==> src/rtl/fifo_pkg.sv <==
// Shared FIFO parameters used by the FIFO and its write-side clients.
package fifo_pkg;
    localparam int unsigned DATA_WIDTH = 8;
endpackage

==> src/rtl/fifo_push_arbiter.sv <==
// Round-robin write-side arbiter sharing one FIFO push port among NUM_REQ
// valid/ready producers, with optional grant locking for bursts.
module fifo_push_arbiter #(
    parameter int unsigned NUM_REQ    = 4,
    parameter int unsigned DATA_WIDTH = fifo_pkg::DATA_WIDTH,
    parameter int unsigned MAX_BURST  = 4
) (
    input  logic                          clk,
    input  logic                          rst,
    input  logic [NUM_REQ-1:0]            req_valid,
    input  logic [NUM_REQ*DATA_WIDTH-1:0] req_data,
    input  logic [NUM_REQ-1:0]            req_last,
    output logic [NUM_REQ-1:0]            req_ready,
    input  logic                          fifo_full,
    output logic                          fifo_wr_en,
    output logic [DATA_WIDTH-1:0]         fifo_wr_data,
    output logic                          grant_valid,
    output logic [$clog2(NUM_REQ)-1:0]    grant_id
);

    localparam int unsigned IW = $clog2(NUM_REQ);
    localparam int unsigned CW = $clog2(MAX_BURST + 1);

    typedef enum logic {IDLE, LOCK} state_t;

    state_t          state;
    logic [IW-1:0]   rr_ptr;
    logic [IW-1:0]   lock_id;
    logic [CW-1:0]   beat_cnt;

    logic [IW:0]     scan_sum;
    logic [IW-1:0]   idle_id;
    logic            idle_found;
    logic [IW-1:0]   gid;
    logic            gv;
    logic            sel_valid;
    logic            sel_last;
    logic [DATA_WIDTH-1:0] sel_data;
    logic            xfer;
    logic            burst_end;
    logic [IW-1:0]   next_ptr;

    // Round-robin scan starting at rr_ptr; wrap uses an explicit compare.
    always_comb begin
        idle_found = 1'b0;
        idle_id    = '0;
        scan_sum   = '0;
        for (int k = 0; k < int'(NUM_REQ); k++) begin
            scan_sum = {1'b0, rr_ptr} + (IW+1)'(k);
            if (scan_sum >= (IW+1)'(NUM_REQ)) begin
                scan_sum = scan_sum - (IW+1)'(NUM_REQ);
            end
            if (!idle_found && req_valid[IW'(scan_sum)]) begin
                idle_found = 1'b1;
                idle_id    = IW'(scan_sum);
            end
        end
    end

    // Grant selection, transfer qualification and output steering.
    always_comb begin
        gv        = (state == LOCK) || idle_found;
        gid       = (state == LOCK) ? lock_id : idle_id;
        sel_valid = 1'b0;
        sel_last  = 1'b0;
        sel_data  = '0;
        for (int i = 0; i < int'(NUM_REQ); i++) begin
            if (gid == IW'(i)) begin
                sel_valid = req_valid[i];
                sel_last  = req_last[i];
                sel_data  = req_data[i*DATA_WIDTH +: DATA_WIDTH];
            end
        end
        xfer      = !rst && gv && sel_valid && !fifo_full;
        burst_end = sel_last || (beat_cnt == CW'(MAX_BURST - 1));
        next_ptr  = (gid == IW'(NUM_REQ - 1)) ? '0 : gid + IW'(1);

        req_ready    = '0;
        fifo_wr_en   = xfer;
        fifo_wr_data = xfer ? sel_data : '0;
        grant_valid  = !rst && gv;
        grant_id     = (!rst && gv) ? gid : '0;
        if (xfer) begin
            req_ready[gid] = 1'b1;
        end
    end

    // Arbitration state only moves on an accepted beat.
    always_ff @(posedge clk) begin
        if (rst) begin
            state    <= IDLE;
            rr_ptr   <= '0;
            lock_id  <= '0;
            beat_cnt <= '0;
        end else if (xfer) begin
            if (burst_end) begin
                state    <= IDLE;
                rr_ptr   <= next_ptr;
                beat_cnt <= '0;
            end else if (state == IDLE) begin
                state    <= LOCK;
                lock_id  <= gid;
                beat_cnt <= CW'(1);
            end else begin
                beat_cnt <= beat_cnt + CW'(1);
            end
        end
    end

endmodule

==> config.mk <==
export PLATFORM = sky130hd
export DESIGN_NAME = fifo_push_arbiter
export DESIGN_NICKNAME = d
export VERILOG_FILES = /design/src/rtl/fifo_pkg.sv /design/src/rtl/fifo_push_arbiter.sv
export SDC_FILE = /design/constraint.sdc
export NUM_CORES = 1
export LEC_CHECK = 0
export CORE_ASPECT_RATIO = 0.75
export CORE_MARGIN = 3
export CORE_UTILIZATION = 37
export DETAILED_ROUTE_END_ITERATION = 8
export HOLD_SLACK_MARGIN = 0.06
export PLACE_DENSITY = 0.83
export SYNTH_ARGS = -nofsm -noshare
export SYNTH_HDL_FRONTEND = slang
export SYNTH_SLANG_ARGS = --single-unit
==> constraint.sdc <==
create_clock -name clk -period 5.35 [get_ports clk]
set_clock_uncertainty 0.15 [all_clocks]
set_input_delay 1.3375 -clock clk [delete_from_list [all_inputs] [get_ports clk]]
set_output_delay 1.3375 -clock clk [all_outputs]
set_load 0.005 [all_outputs]
-- After elaboration in Yosys (flattened, before gate mapping)
Index checks and enable logic that the tools add are counted.
- logic and storage cells: 88
- bits of input ports: 43
- register bits after elaboration: 8
- output and inout bits: 16
- multiplexer cells: 42
- $add $sub $neg: 9
- bitwise gates (word level): 2
- magnitude comparators: 10
- reductions and logical operators: 17
- equal/unequal tests: 4
- operator list (operator ; count):
    8-bit 2-to-1 mux ; 5
    2-bit 2-to-1 mux ; 11
    1-bit 2-to-1 mux ; 18
    2-bit by 3-bit less-than comparator with 1-bit output (second input constant) ; 5
    3-bit >= comparator (second input constant) ; 3
    1-bit binary-select mux with 2-bit select ; 4
    2-bit by 1-bit subtractor with 2-bit output (second input constant) ; 4
    1-bit logical AND ; 7
    2-bit by 2-bit adder with 3-bit output (second input constant) ; 2
    3-bit 2-to-1 mux ; 2
    1-bit logical NOT ; 5
    2-bit equality test (second input constant) ; 2
    4-bit 2-to-1 mux ; 1
    2-bit by 1-bit adder with 3-bit output (second input constant) ; 1
    3-bit by 1-bit adder with 3-bit output (second input constant) ; 1
    3-bit by 2-bit equality test with 1-bit output (second input constant) ; 1
    2-bit by 3-bit >= comparator with 1-bit output (second input constant) ; 1
    3-bit AND reduction ; 1
    2-bit by 1-bit adder with 2-bit output (second input constant) ; 1
    1-bit demux with 2-bit select ; 1
    2-bit by 1-bit equality test with 1-bit output (second input constant) ; 1
    2-bit by 1-bit >= comparator with 1-bit output (second input constant) ; 1
    2-bit logical NOT ; 1
    1-bit logical OR ; 2
    other kinds (2) ; 3

-- Depth between registers and ports, before layout
Gate-level depths: netlist of run 1.
- depth in word-level cells: 23
- gate-level depth with buffers: 13

-- Worst setup path after synthesis of run 1
OpenSTA, ideal clock, no wires.
- path kind: in2out
- start: in req_valid[0]
- end: out req_ready[0]
- path slack: 460 ps
- arrival: 3403 ps
- stages: 12
- path buffers: 1
- cell sequence: nor4bb_1 o21ai_0 o311a_1 a21oi_1 inv_1 ha_1 nor3b_1 a2111oi_4 o31ai_2 inv_2 buf_6 and2_1
- longest elaborated chain between the ends: 21
- elaborated cells between the ends (all ways): 41
- ends and longest elaborated chain (element ; RTL line ; source):
    start, declared ; fifo_push_arbiter.sv:10 ; input logic [NUM_REQ-1:0] req_valid,
    1-bit binary-select mux with 2-bit select ; fifo_push_arbiter.sv:53 ; if (!idle_found && req_valid[IW'(scan_sum)]) begin
    1-bit 2-to-1 mux (not written as such) ; fifo_push_arbiter.sv:53 ;
    1-bit 2-to-1 mux ; fifo_push_arbiter.sv:53 ;
    1-bit logical NOT ; fifo_push_arbiter.sv:53 ;
    1-bit logical AND ; fifo_push_arbiter.sv:53 ;
    1-bit 2-to-1 mux ; fifo_push_arbiter.sv:53 ;
    1-bit logical NOT ; fifo_push_arbiter.sv:53 ;
    1-bit logical AND ; fifo_push_arbiter.sv:53 ;
    [... 4 more ...] ; n/a ;
    2-bit 2-to-1 mux * ; fifo_push_arbiter.sv:63 ; gid = (state == LOCK) ? lock_id : idle_id;
    net gid[1] ; fifo_push_arbiter.sv:34 ; logic [IW-1:0] gid;
    2-bit logical NOT ; fifo_push_arbiter.sv:68 ; if (gid == IW'(i)) begin
    1-bit 2-to-1 mux (3 in a row) ; fifo_push_arbiter.sv:68 ;
    1-bit 2-to-1 mux * ; fifo_push_arbiter.sv:68 ;
    1-bit logical AND * (2 in a row) ; fifo_push_arbiter.sv:74 ; xfer = !rst && gv && sel_valid && !fifo_full;
    net fifo_wr_en ; fifo_push_arbiter.sv:15 ; output logic fifo_wr_en,
    4-bit 2-to-1 mux * ; fifo_push_arbiter.sv:83 ; if (xfer) begin
    end, declared ; fifo_push_arbiter.sv:13 ; output logic [NUM_REQ-1:0] req_ready,
The timed path passes the listed nets; every way through them passes the cells marked *. The select of a mux whose other input is x is not followed.

-- Worst setup path in the final report of run 1
- start: in req_valid[0]
- end: reg rr_ptr[0]
- elaborated cells between the ends (all ways): 43
- RTL lines (element ; RTL line ; source):
    1-bit binary-select mux with 2-bit select ; fifo_push_arbiter.sv:53 ;
    1-bit 2-to-1 mux (not written as such) ; fifo_push_arbiter.sv:53 ;
    1-bit 2-to-1 mux ; fifo_push_arbiter.sv:53 ;
    1-bit logical NOT ; fifo_push_arbiter.sv:53 ;
    1-bit logical AND ; fifo_push_arbiter.sv:53 ;
    1-bit 2-to-1 mux ; fifo_push_arbiter.sv:53 ;
    1-bit logical NOT ; fifo_push_arbiter.sv:53 ;
    1-bit logical AND ; fifo_push_arbiter.sv:53 ;
    1-bit 2-to-1 mux ; fifo_push_arbiter.sv:53 ;
    1-bit logical NOT ; fifo_push_arbiter.sv:53 ;
    1-bit logical AND ; fifo_push_arbiter.sv:53 ;
    2-bit 2-to-1 mux * ; fifo_push_arbiter.sv:53 ;
    2-bit 2-to-1 mux * ; fifo_push_arbiter.sv:63 ;
    net gid[0] ; fifo_push_arbiter.sv:34 ;
    2-bit by 1-bit adder with 2-bit output / 2-bit equality test (equally long branches) ; fifo_push_arbiter.sv:76 ; next_ptr = (gid == IW'(NUM_REQ - 1)) ? '0 : gid + IW'(1);
    2-bit 2-to-1 mux * ; fifo_push_arbiter.sv:76 ;
    net next_ptr[0] ; fifo_push_arbiter.sv:41 ; logic [IW-1:0] next_ptr;
    end signal, assigned ; fifo_push_arbiter.sv:98 ; rr_ptr <= next_ptr;
    end, declared ; fifo_push_arbiter.sv:27 ; logic [IW-1:0] rr_ptr;
Marked as above.
A chain may end at the register's enable or synchronous reset.

==> results.txt, run 1 <==
Clock Latency Late Sink = 0.26 ns
DP Cell Count = 248
Root Buffer = clkbuf_4
final setup fails = 10
most common cell after layout, fill and taps aside = buf_4
Placed Area = 1750 µm²
mapped cell area = 973 µm²
internal reg-to-reg setup slack = 0.48 ns
Post-Synthesis Net Count = 187
Worst R2R End = rr_ptr[0]
M2 GR Usage = 62.7%
pin count of the biggest net entering global routing = 22
WP buf/inv = 27
H-tree depth = 1
First DRT Iteration DRCs = 329
commonest cells after routing, fill and taps aside = 60 x buf_4, 41 x clkdlybuf4s50_1, 14 x a21oi_1, 9 x nand2_1, 9 x nor2_1
final period utilization = 101%
count of different cell masters after synthesis = 35
Crit Path Max Fanout = 4
synth top area cells = dfxtp_1 16%, a21oi_1 9.3%, ha_1 7.7%, a221oi_1 7.2%, o21ai_0 4.6%
post-synthesis cell count = 138
Slowest cell on crit path = o31ai_2
Max Fclk = 185 MHz
Via-to-Cell Ratio = 6.56
via count = 1,901
final worst slack = -0.0467 ns
post-synthesis sequential area ratio = 16.5%
hold path cells = 2
PwrDens = 169 nW/µm²
Starting Density = 40.5%
crit path time final = 5.40 ns
synthesized area per cell = 7.05 µm²
CP max stage delay = 0.30 ns
Ports = 59
Detailed Route WL = 7.14 mm
status = finished, violations left
Detailed Place HPWL = 3.12 mm
top cell type's share of synthesized area = 16.5%
Ys Warns = 0
Crit Path Class = in2reg
worst r2r src = rr_ptr[1]
unrepaired setup endpoints after global routing = yes
crit start category = input port
die span in y = 50.4 µm
port bufs = 58
max_cap viols = 0
antenna-violating nets left = 0
max-slew violation count = 0
area grow syn2layout = 129%
crit-path leading delay family = buffers and inverters
Post-Place Worst Slack = -0.660 ns
GRT Residual Overflow = 0
Chip Width = 65.2 µm
fin nets = 307
Finished Layout Cells = 290
synthesis-stage register bit count = 8
Crit path arrival time = 5.37 ns
Worst path most repeated cell = buf_4
CP Capture Type = register
r2r worst-path depth = 30
Post-route DRC = 0
VDD IR-drop max = 0.199 mV
static leakage = 0.948 nW
Fin. Hold Viols = 0
Hold Crit Class = reg2reg
Hold Crit Start = beat_cnt[0]
layout cells sized above 1 = 43.4%
total power draw = 377 µW
Clock Sinks = 8
Rel. slew slack = 39.6%
antenna cells = 0
vias in the first global route = 1,811
cts hold-fix bufs = 0
busiest grt layer = met2
first-pass GRT wire length = 9.00 mm
Num CTS Buffers = 3
GRT Total Usage = 35.7%
failing checks = setup timing
TritonCTS clock tree = done
core area = 2400 µm²
Worst Hold End = beat_cnt[0]
Std-Cell Rows = 15
post-route cell area = 2230 µm²
Clock Pin Slew Worst Setup and Hold Paths = 0.06 ns
met3 usage = 6.49%
Longest Clk Path Bufs = 2
met1 Usage GRT = 43.1%
WL/cell = 24.6 µm
Worst-Margin Slew = 0.900 ns
Pre-antenna DRT Iters = 5
Crit path required time = 5.33 ns
die footprint = 3290 µm²
area leader, netlist = dfxtp_1
initial antenna violation count = 0
Placer Congestion = 0.864
metrics by stage:
stage               hold slack, ns  utilization [%]  setup TNS, ns
CTS                          0.332             87.2        -0.0991
floorplan                    0.304                -              0
global route                 0.390             92.9         -0.698
finish                       0.371             92.9         -0.221
detailed placement           0.325             72.9          -8.06
global placement             0.315             72.9          -6.71
sequential cells by signal, summed over array words and instances, names as in the netlist:
signal	flops
state	1
beat_cnt	3
lock_id	2
rr_ptr	2
per-layer routing:
layer,wire length [µm],up-vias
met5,0,-
met4,582,0
met3,916,73
met1,2540,882
li1,-,746
met2,3110,200
worst min-delay path: cells and delay by family (launching register included):
kind | cells | cell delay [ns]
flip-flops | 1 | 0.33
AO/OA/AOI/OAI | 1 | 0.06
AND/OR/NAND/NOR | 1 | 0.08
synthesized netlist by cell type:
library cell	count
nand3b_1	4
nor3_1	8
inv_1	8
nand4_1	2
nand2b_1	2
nor2_1	11
or3_1	1
a211o_1	1
nor2b_1	7
o21bai_1	1
and2_1	6
o21ai_0	9
nand3_1	4
dfxtp_1	8
inv_2	1
a221oi_1	8
o41ai_2	1
o211ai_1	1
buf_1	1
nand2_1	10
o31ai_2	1
buf_4	1
nor4bb_1	2
o311ai_0	1
mux2i_1	2
clkbuf_1	5
or4_1	1
buf_6	1
a2111oi_4	1
ha_1	6
nor3b_1	2
o31ai_1	1
a21oi_1	18
a211oi_1	1
o311a_1	1
power by group:
part,switching [mW],leakage (nW),internal (mW)
Sequential,0.00435,0.0647,0.0618
Clock,0.0202,0.0138,0.0256
Combinational,0.126,0.869,0.139
worst max path at each step:
stage	depth (start not counted)	slack, ns	startpoint	endpoint
2_1_floorplan	12	0.46	req_valid[0]	req_ready[0]
3_3_place_gp	15	-0.55	req_valid[0]	fifo_wr_data[6]
3_5_place_dp	13	-0.66	req_valid[0]	fifo_wr_data[2]
4_1_cts	33	-0.1	req_valid[0]	rr_ptr[0]
5_1_grt	16	-0.19	req_valid[0]	fifo_wr_data[2]
6_report	32	-0.05	req_valid[0]	rr_ptr[0]
cell type report:
| type | count | area [µm²] |
|---|---|---|
| Timing Repair Buffer | 123 | 1050 |
| Multi-Input combinational cell | 113 | 927 |
| Fill cell | 86 | 170 |
| Sequential cell | 8 | 160 |
| Tap cell | 34 | 42.5 |
| Inverter | 9 | 33.8 |
| Clock buffer | 3 | 22.5 |
timing repair:
item | CTS | global route
pin swaps | 4 | 15
gates resized for setup | 47 | 48
setup endpoints to repair | 13 | 13
buffers inserted | 35 | 6
hold endpoints to repair | 0 | 0
cells by family (layout without fill, tap and decap cells):
logic type,count (synthesis),in the layout,share of synthesized area [%]
AO/OA/AOI/OAI,45,45,32.8
adder cells (fa/ha/maj),6,6,7.71
buffers and inverters,17,135,7.71
flip-flops,8,8,16.5
multiplexers,2,2,2.06
AND/OR/NAND/NOR,60,60,33.3
No activity file was read; power rests on OpenSTA's default activity.
==> run 2: changes to the inputs <==
- SLEW_MARGIN: unset -> 20
==> results of run 2 <==
Same layout as run 1: the final DEF is identical, and so are final timing and power.
